==> config.mk <==
export PLATFORM = sky130hd
export DESIGN_NAME = vga_timing_gen
export DESIGN_NICKNAME = d
export VERILOG_FILES = /design/src/rtl/vga_pkg.sv /design/src/rtl/pix_div.sv /design/src/rtl/vga_timing_gen.sv
export SDC_FILE = /design/constraint.sdc
export NUM_CORES = 1
export LEC_CHECK = 0
export CORE_MARGIN = 8
export CORE_UTILIZATION = 54
export CTS_CLUSTER_SIZE = 10
export DETAILED_ROUTE_END_ITERATION = 10
export GPL_TIMING_DRIVEN = 0
export PLACE_DENSITY_LB_ADDON = 0.2
export REMOVE_ABC_BUFFERS = 1
export SLEW_MARGIN = 20
export SYNTH_ARGS = -nofsm -noshare
export SYNTH_HDL_FRONTEND = slang
export SYNTH_SLANG_ARGS = --single-unit
==> constraint.sdc <==
create_clock -name clk -period 3.75 [get_ports clk]
set_input_delay 0.5625 -clock clk [delete_from_list [all_inputs] [get_ports clk]]
set_output_delay 0.5625 -clock clk [all_outputs]
set_load 0.01 [all_outputs]
==> src/rtl/vga_pkg.sv <==
// Shared constants, phase encoding and phase decode for the VGA timing generator.
package vga_pkg;

  localparam int COORD_W   = 11;
  localparam int MAX_TOTAL = 2048;

  // 640x480 @ 60 Hz
  localparam int DEF_H_ACTIVE = 640;
  localparam int DEF_H_FP     = 16;
  localparam int DEF_H_SYNC   = 96;
  localparam int DEF_H_BP     = 48;
  localparam int DEF_V_ACTIVE = 480;
  localparam int DEF_V_FP     = 10;
  localparam int DEF_V_SYNC   = 2;
  localparam int DEF_V_BP     = 33;
  localparam int DEF_PIX_DIV  = 4;

  typedef enum logic [1:0] {PH_ACTIVE, PH_FRONT, PH_SYNC, PH_BACK} phase_e;

  function automatic phase_e phase_of(input logic [COORD_W-1:0] cnt,
                                      input int n_active, input int n_fp, input int n_sync);
    int c;
    c = int'(cnt);
    if (c < n_active)                    return PH_ACTIVE;
    else if (c < n_active + n_fp)        return PH_FRONT;
    else if (c < n_active + n_fp + n_sync) return PH_SYNC;
    else                                 return PH_BACK;
  endfunction

endpackage

==> src/rtl/pix_div.sv <==
// Pixel clock-enable divider: strobes pix_en_o for one clk out of every PIX_DIV.
module pix_div #(
  parameter int PIX_DIV = 4
) (
  input  logic clk,
  input  logic rst,
  output logic pix_en_o
);

  localparam int CNT_W = (PIX_DIV > 1) ? $clog2(PIX_DIV) : 1;
  localparam logic [CNT_W-1:0] CNT_LAST = CNT_W'(PIX_DIV - 1);

  logic [CNT_W-1:0] cnt_q, cnt_d;

  assign cnt_d    = (cnt_q == CNT_LAST) ? '0 : cnt_q + CNT_W'(1);
  assign pix_en_o = (cnt_q == CNT_LAST);

  always_ff @(posedge clk or posedge rst) begin
    if (rst) cnt_q <= '0;
    else     cnt_q <= cnt_d;
  end

endmodule

==> src/rtl/vga_timing_gen.sv <==
// Raster timing generator: coordinates, syncs and markers, all registered and coincident.
// Define VGA_PIX_DIV_EN to advance one pixel every PIX_DIV clocks instead of every clock.
module vga_timing_gen
  import vga_pkg::*;
#(
  parameter int H_ACTIVE = DEF_H_ACTIVE,
  parameter int H_FP     = DEF_H_FP,
  parameter int H_SYNC   = DEF_H_SYNC,
  parameter int H_BP     = DEF_H_BP,
  parameter int V_ACTIVE = DEF_V_ACTIVE,
  parameter int V_FP     = DEF_V_FP,
  parameter int V_SYNC   = DEF_V_SYNC,
  parameter int V_BP     = DEF_V_BP,
  parameter int PIX_DIV  = DEF_PIX_DIV
) (
  input  logic               clk,
  input  logic               rst,
  output logic               pix_en,
  output logic [COORD_W-1:0] hcount,
  output logic [COORD_W-1:0] vcount,
  output logic               hsync,
  output logic               vsync,
  output logic               active,
  output logic               line_start,
  output logic               frame_start
);

  localparam int H_TOTAL = H_ACTIVE + H_FP + H_SYNC + H_BP;
  localparam int V_TOTAL = V_ACTIVE + V_FP + V_SYNC + V_BP;
  localparam logic [COORD_W-1:0] H_LAST = COORD_W'(H_TOTAL - 1);
  localparam logic [COORD_W-1:0] V_LAST = COORD_W'(V_TOTAL - 1);

  if (H_TOTAL > MAX_TOTAL || V_TOTAL > MAX_TOTAL) begin : g_bad_total
    $error("vga_timing_gen: H_TOTAL/V_TOTAL exceed %0d", MAX_TOTAL);
  end
  if (H_ACTIVE < 1 || H_FP < 1 || H_SYNC < 1 || H_BP < 1 ||
      V_ACTIVE < 1 || V_FP < 1 || V_SYNC < 1 || V_BP < 1 || PIX_DIV < 1) begin : g_bad_param
    $error("vga_timing_gen: every timing parameter must be >= 1");
  end

  logic pix_en_w;

`ifdef VGA_PIX_DIV_EN
  if (PIX_DIV < 2) begin : g_bad_div
    $error("vga_timing_gen: PIX_DIV must be >= 2 with the divider enabled");
  end

  pix_div #(.PIX_DIV(PIX_DIV)) u_pix_div (
    .clk      (clk),
    .rst      (rst),
    .pix_en_o (pix_en_w)
  );
`else
  // Combinational so the very first clk edge after release already advances to (0,0).
  assign pix_en_w = ~rst;
`endif

  logic [COORD_W-1:0] h_q, h_d, v_q, v_d;
  phase_e             h_ph_d, v_ph_d;
  logic               hsync_q, vsync_q, active_q, line_start_q, frame_start_q;

  always_comb begin
    // NOTE: every variable gets a value on every path before any conditional update,
    // otherwise synthesis infers a latch to hold the old value.
    h_d = (h_q == H_LAST) ? '0 : h_q + COORD_W'(1);
    v_d = v_q;
    if (h_q == H_LAST) v_d = (v_q == V_LAST) ? '0 : v_q + COORD_W'(1);
    h_ph_d = phase_of(h_d, H_ACTIVE, H_FP, H_SYNC);
    v_ph_d = phase_of(v_d, V_ACTIVE, V_FP, V_SYNC);
  end

  // Flags decode the next count so they change on the same edge as the counters.
  always_ff @(posedge clk or posedge rst) begin
    // NOTE: non-blocking assignments make every register sample pre-edge values,
    // independent of statement order.
    if (rst) begin
      h_q           <= H_LAST;
      v_q           <= V_LAST;
      hsync_q       <= 1'b1;
      vsync_q       <= 1'b1;
      active_q      <= 1'b0;
      line_start_q  <= 1'b0;
      frame_start_q <= 1'b0;
    end else if (pix_en_w) begin
      h_q           <= h_d;
      v_q           <= v_d;
      hsync_q       <= (h_ph_d != PH_SYNC);
      vsync_q       <= (v_ph_d != PH_SYNC);
      active_q      <= (h_ph_d == PH_ACTIVE) && (v_ph_d == PH_ACTIVE);
      line_start_q  <= (h_d == '0);
      frame_start_q <= (h_d == '0) && (v_d == '0);
    end
  end

  assign pix_en      = pix_en_w;
  assign hcount      = h_q;
  assign vcount      = v_q;
  assign hsync       = hsync_q;
  assign vsync       = vsync_q;
  assign active      = active_q;
  assign line_start  = line_start_q;
  assign frame_start = frame_start_q;

endmodule

== After elaboration in Yosys (flattened, before gate mapping) ==
Index checks and enable logic that the tools add are counted.

* $lt $le $gt $ge: 6
* Eq/ne operators: 4
* Bitwise operators: 1
* Muxes and demuxes: 9
* Add/sub/neg operators: 2
* Reductions and logical operators: 6

{| class="wikitable"
|+ Operators with widths
! operator !! count
|-
| $lt A11 B10 Y1 const B || 3
|-
| $lt A11 B9 Y1 const B || 3
|-
| $mux W11 || 3
|-
| $add A11 B1 Y11 const B || 2
|-
| $eq A11 B10 Y1 const B || 2
|-
| $logic_not A11 Y1 || 2
|-
| $mux W2 || 4
|-
| $logic_not A2 Y1 || 2
|-
| $ne A2 B2 Y1 const B || 2
|-
| $logic_and A1 B1 Y1 || 2
|-
| $mux W1 || 2
|-
| $not A1 Y1 || 1
|}

* Output and inout bits: 28
* Bits in registers: 27

== Logic depth before layout (Yosys ltp) ==
* Word-level depth: 9
* Mapped depth: 9
* Gate-level depth less buffers: 8

== Least setup slack after synthesis ==
No wires, ideal clock.

* Path type: flip-flop to flip-flop
* From: register h_q[0] (netlist: hcount[0])
* To: register vsync_q (netlist: vsync)
* Cell stages (with the launch flop): 8
* Setup slack: 0.977 ns
* Arrival: 2.687 ns
* Clock period less this slack: 2.773 ns
* Path buffers: 1
* Cells stage by stage: dfstp_2 -> ha_1 -> nand4_1 -> clkbuf_1 -> or3_4 -> or4_1 -> a31o_1 -> o41a_1

* Longest elaborated chain between the ends: 7
* Elaborated cells between the ends (all ways): 9
* Classes of those cells: 3 x order compare; 2 x eq/ne; 4 x mux

{| class="wikitable"
|+ Ends and longest elaborated chain
! element !! RTL line !! source
|-
| start, declared || vga_timing_gen.sv:58 || <nowiki>logic [COORD_W-1:0] h_q, h_d, v_q, v_d;</nowiki>
|-
| start signal, assigned || vga_timing_gen.sv:77 || <nowiki>h_q <= H_LAST;</nowiki>
|-
| start signal, assigned || vga_timing_gen.sv:85 || <nowiki>h_q <= h_d;</nowiki>
|-
| $eq A11 B10 Y1 (*) || vga_timing_gen.sv:67 || <nowiki>if (h_q == H_LAST) v_d = (v_q == V_LAST) ? '0 : v_q + COORD_W'(1);</nowiki>
|-
| $mux W11 (*) || vga_timing_gen.sv:67 ||
|-
| $lt A11 B9 Y1 || vga_pkg.sv:26 || <nowiki>else if (c < n_active + n_fp + n_sync) return PH_SYNC;</nowiki>
|-
| $mux W1 || vga_pkg.sv:26 ||
|-
| $mux W2 || vga_pkg.sv:25 || <nowiki>else if (c < n_active + n_fp) return PH_FRONT;</nowiki>
|-
| $mux W2 (*) || vga_pkg.sv:24 || <nowiki>if (c < n_active) return PH_ACTIVE;</nowiki>
|-
| $ne A2 B2 Y1 (*) || vga_timing_gen.sv:88 || <nowiki>vsync_q <= (v_ph_d != PH_SYNC);</nowiki>
|-
| end signal, assigned || vga_timing_gen.sv:88 ||
|-
| end, declared || vga_timing_gen.sv:60 || <nowiki>logic hsync_q, vsync_q, active_q, line_start_q, frame_start_q;</nowiki>
|}

Every way passes the cells marked *; elsewhere a longest branch is shown, timed or not.
A chain may end at the register's enable or synchronous reset.

== Worst setup path after layout ==
* From: input rst
* To: output pix_en

* Longest elaborated chain between the ends: 1

{| class="wikitable"
|+ Ends and longest elaborated chain
! element !! RTL line !! source
|-
| start, declared || vga_timing_gen.sv:17 || <nowiki>input logic rst,</nowiki>
|-
| $not A1 Y1 || vga_timing_gen.sv:55 || <nowiki>assign pix_en_w = ~rst;</nowiki>
|-
| end, declared || vga_timing_gen.sv:18 || <nowiki>output logic pix_en,</nowiki>
|}

No other way between the ends.

==> summary.md <==
| Metric | Value |
|---|---|
| Cts bufs inserted | `3` |
| Synth warnings | `0` |
| Cells along the critical path | `clkdlybuf4s50_1, inv_2, clkdlybuf4s50_1` |
| Worst setup SP type | `primary input` |
| Max-cap violation count | `0` |
| Number of buffers on the longest clock path | `2` |
| Proportion of layout cells with a drive suffix above 1 | `8.70%` |
| Vias in the first global route | `1,770` |
| Count of input and output buffers | `29` |
| Areal power density over the cells | `374 mW/mm^2` |
| RePlAce Congestion | `0.907` |
| Clock-pin slew of the registers on the worst-case setup and hold paths | `140 ps` |
| Leakage power | `0.795 nW` |
| Biggest cell delay along the critical path | `850 ps` |
| Overflow left after global routing | `0` |
| Number of nets in the finished design | `259` |
| Half-perimeter wire length of the detailed placement result | `3.26 mm` |
| Post-DR wirelength/cell | `15.2 um` |
| Number of hold-slack violations in the final timing report | `0` |
| Min Tclk post-route | `3420 ps` |
| Storage element area | `691 sq um` |
| Post-Layout Inst Area | `0.00222 sq mm` |
| Maximum fanout along the worst path | `38` |
| Pins Over Slew Limit | `0` |
| Number of antenna violations at the first check in global routing | `0` |
| Drt first pass iters | `4` |
| Std-Cell Rows | `21` |
| Worst vdd ir | `161 uV` |
| Endpoint of the worst hold path | `hsync$_DFFE_PP1N_` |
| Final WS setup | `330 ps` |
| Number of distinct library cells after synthesis | `49` |
| Worst Path Required | `3190 ps` |
| Fin Setup TNS | `0 ps` |
| Slew at the pin closest to its max-slew limit | `847 ps` |
| Total Power Consumption | `0.831 mW` |
| Number of standard cells after synthesis | `238` |
| Count of flip-flops with a built-in enable after synthesis | `0` |
| FF+latch count, synth | `27` |
| DP Worst Slack | `296 ps` |
| CTS tree | `yes` |
| Count of hold buffers inserted by post-cts repair | `0` |
| Placeable core region | `0.00339 sq mm` |
| Filler Cell Count | `302` |
| Final antenna diode count | `0` |
| Multi-input logic area | `0.00113 sq mm` |
| Most used flip-flop cell after synthesis | `sky130_fd_sc_hd__dfrtp_1` |
| Overall via count from detail_route | `1,826` |
| Top cell by count, worst path | `sky130_fd_sc_hd__clkdlybuf4s50_1` |
| Clock tree skew after final layout | `3.18 ps` |
| Worst Setup End Kind | `primary output` |
| Worst r2r src | `hcount[0]$_DFFE_PP1N_` |
| Async S/R FF share, synth | `100%` |
| Worst hold stages | `2` |
| Run status | `finished, final reports clean` |
| Synthesized area divided by synthesized cell count | `8.10 sq um` |
| Count of antenna-violating nets left after detailed routing | `0` |
| Finished Core Util | `65.6%` |
| Crit Reg-Reg Endpoint | `vsync$_DFFE_PP1N_` |
| Post-route fraction of the period consumed by the critical path | `91.2%` |
| Clock Root Buffer | `sky130_fd_sc_hd__clkbuf_4` |
| Overall routing resource usage | `17.2%` |
| Setup Fix Bufs, Post-CTS | `0` |
| Die Area | `0.00574 sq mm` |
| Max Clk Rate | `0.292 GHz` |
| Max H-tree Level | `1` |
| Worst setup path category | `primary input to primary output` |
| Total DRC errors in the routed layout | `0` |
| Overall die width | `75.8 um` |
| Worst-skew pair later-pin latency | `330 ps` |
| Unrepaired setup endpoints after global routing | `no` |
| Area after detailed placement | `0.00220 sq mm` |
| Total standard cell area after synthesis | `0.00193 sq mm` |
| Starting utilization of the core area | `56.9%` |
| Endpoint arrival time on the critical path | `2860 ps` |
| Headroom to the max-slew limit | `43.4%` |
| Y dimension of the die | `75.8 um` |
| Largest net degree at the start of global routing | `39` |
| Synth top area share | `19.5%` |
| Final wirelength | `4.55 mm` |
| Global-route wire length before repair | `7.91 mm` |
| Worst hold-check path type | `flip-flop to flip-flop` |
| Largest area contributor in the synthesized netlist | `sky130_fd_sc_hd__dfrtp_1` |
| Detailed Route Iter0 Violations | `171` |
| Post-synth top cells | `sky130_fd_sc_hd__nand2_1 (36), sky130_fd_sc_hd__o21ai_0 (17), sky130_fd_sc_hd__dfrtp_1 (15)` |
| Ranking of synthesized cells by area | `sky130_fd_sc_hd__dfrtp_1 (19%), sky130_fd_sc_hd__dfstp_2 (16%), sky130_fd_sc_hd__nand2_1 (7.0%), sky130_fd_sc_hd__o21ai_0 (4.4%), sky130_fd_sc_hd__xnor2_1 (4.1%)` |
| Sink Count | `27` |
| Vias per inst | `6.11` |
| Cell with the most instances after synthesis | `sky130_fd_sc_hd__nand2_1` |
| Final setup violation count | `0` |
| Post-CTS Resized | `0` |
| Area delta synth->final | `15.3%` |
| Origin of the worst min-delay path | `hsync$_DFFE_PP1N_` |
| Master of the slowest instance on the critical path | `sky130_fd_sc_hd__clkdlybuf4s50_1` |
| Share of the yosys chip area belonging to registers | `35.8%` |
| Number of top-level design ports | `30` |
| Flop2flop setup slack | `340 ps` |
| Cell depth of the worst flop-to-flop path | `7` |
## power breakdown
group / leakage, nW / switching [mW] / internal [mW]
logic: 0.460 / 0.129 / 0.136
clock network: 0.0150 / 0.0857 / 0.0418
registers: 0.320 / 0.0868 / 0.351
total: 0.795 / 0.301 / 0.529
## cell usage in the layout (no fill, tap or decap), types with 2 or more instances in the layout
cell	netlist	routed
sky130_fd_sc_hd__a31oi_1	2	2
sky130_fd_sc_hd__o31ai_1	3	3
sky130_fd_sc_hd__clkdlybuf4s50_1	0	29
sky130_fd_sc_hd__inv_1	8	7
sky130_fd_sc_hd__o21ai_0	17	17
sky130_fd_sc_hd__nor2_1	14	14
sky130_fd_sc_hd__a21o_1	5	5
sky130_fd_sc_hd__nand3_1	14	14
sky130_fd_sc_hd__nor4_1	7	7
sky130_fd_sc_hd__a211o_1	2	2
sky130_fd_sc_hd__or4_1	2	2
sky130_fd_sc_hd__nand4_1	8	8
sky130_fd_sc_hd__xor2_1	6	6
sky130_fd_sc_hd__a211oi_1	4	4
sky130_fd_sc_hd__nand2b_1	2	2
sky130_fd_sc_hd__a2111oi_0	2	2
sky130_fd_sc_hd__ha_1	3	3
sky130_fd_sc_hd__o41a_1	2	2
sky130_fd_sc_hd__and2_1	3	3
sky130_fd_sc_hd__nand2_1	36	36
sky130_fd_sc_hd__dfrtp_1	15	15
sky130_fd_sc_hd__a21oi_1	9	9
sky130_fd_sc_hd__clkbuf_4	0	3
sky130_fd_sc_hd__or4_4	2	2
sky130_fd_sc_hd__nor3_1	9	8
sky130_fd_sc_hd__o41ai_1	2	2
sky130_fd_sc_hd__dfstp_2	12	12
sky130_fd_sc_hd__a22o_1	2	2
sky130_fd_sc_hd__a41oi_1	2	2
sky130_fd_sc_hd__xnor2_1	9	9
sky130_fd_sc_hd__or3_1	2	2
## registers in the layout, summed over array words and instances (netlist names)
signal,count
line_start,1
vcount,11
hsync,1
active,1
hcount,11
frame_start,1
vsync,1
## routing by layer
metal / vias up / share of wire [%] / global-route usage [%]
li1: 907 / - / -
met1: 830 / 45 / 22.7
met2: 77 / 46 / 26.9
met3: 12 / 6.4 / 3.29
met4: 0 / 2.4 / 6.82
met5: - / 0 / 0
## cell families after synthesis
| logic type | share of synthesized area, % |
|---|---|
| AND/OR/NAND/NOR | 26.9 |
| AO/OA/AOI/OAI | 21.5 |
| flip-flops | 35.8 |
| buffers and inverters | 5.90 |
| XOR/XNOR | 6.81 |
| adder cells (fa/ha/maj) | 1.95 |
| multiplexers | 1.10 |
## through the flow
stage                     hold WS [ps]  instances
after floorplan                    460        220
after global placement             447        295
after detailed placement           459        295
after CTS                          479        299
after global routing               492        299
final                              475        299
## cell type report
cell class / instances / share of cell area [%]
flip-flops and latches: 27 / 31.1
clock buffers: 4 / 1.18
multi-input cells: 185 / 50.8
well taps: 46 / 2.59
repair buffers: 29 / 13.1
inverters: 8 / 1.35
## how the worst max path moves through the flow
stage | startpoint | end | depth (start not counted)
global route | rst | pix_en | 3
finish | rst | pix_en | 3
global placement | rst | frame_start$_DFFE_PP0N_ | 5
detailed placement | rst | pix_en | 3
floorplan | hcount[0]$_DFFE_PP1N_ | vsync$_DFFE_PP1N_ | 7
CTS | rst | pix_en | 3
## worst max-delay path, delay by kind of cell
kind                   cells  cell delay [ps]
buffers and inverters      3             2280
Note: power is estimated with default switching activity, not from simulation.
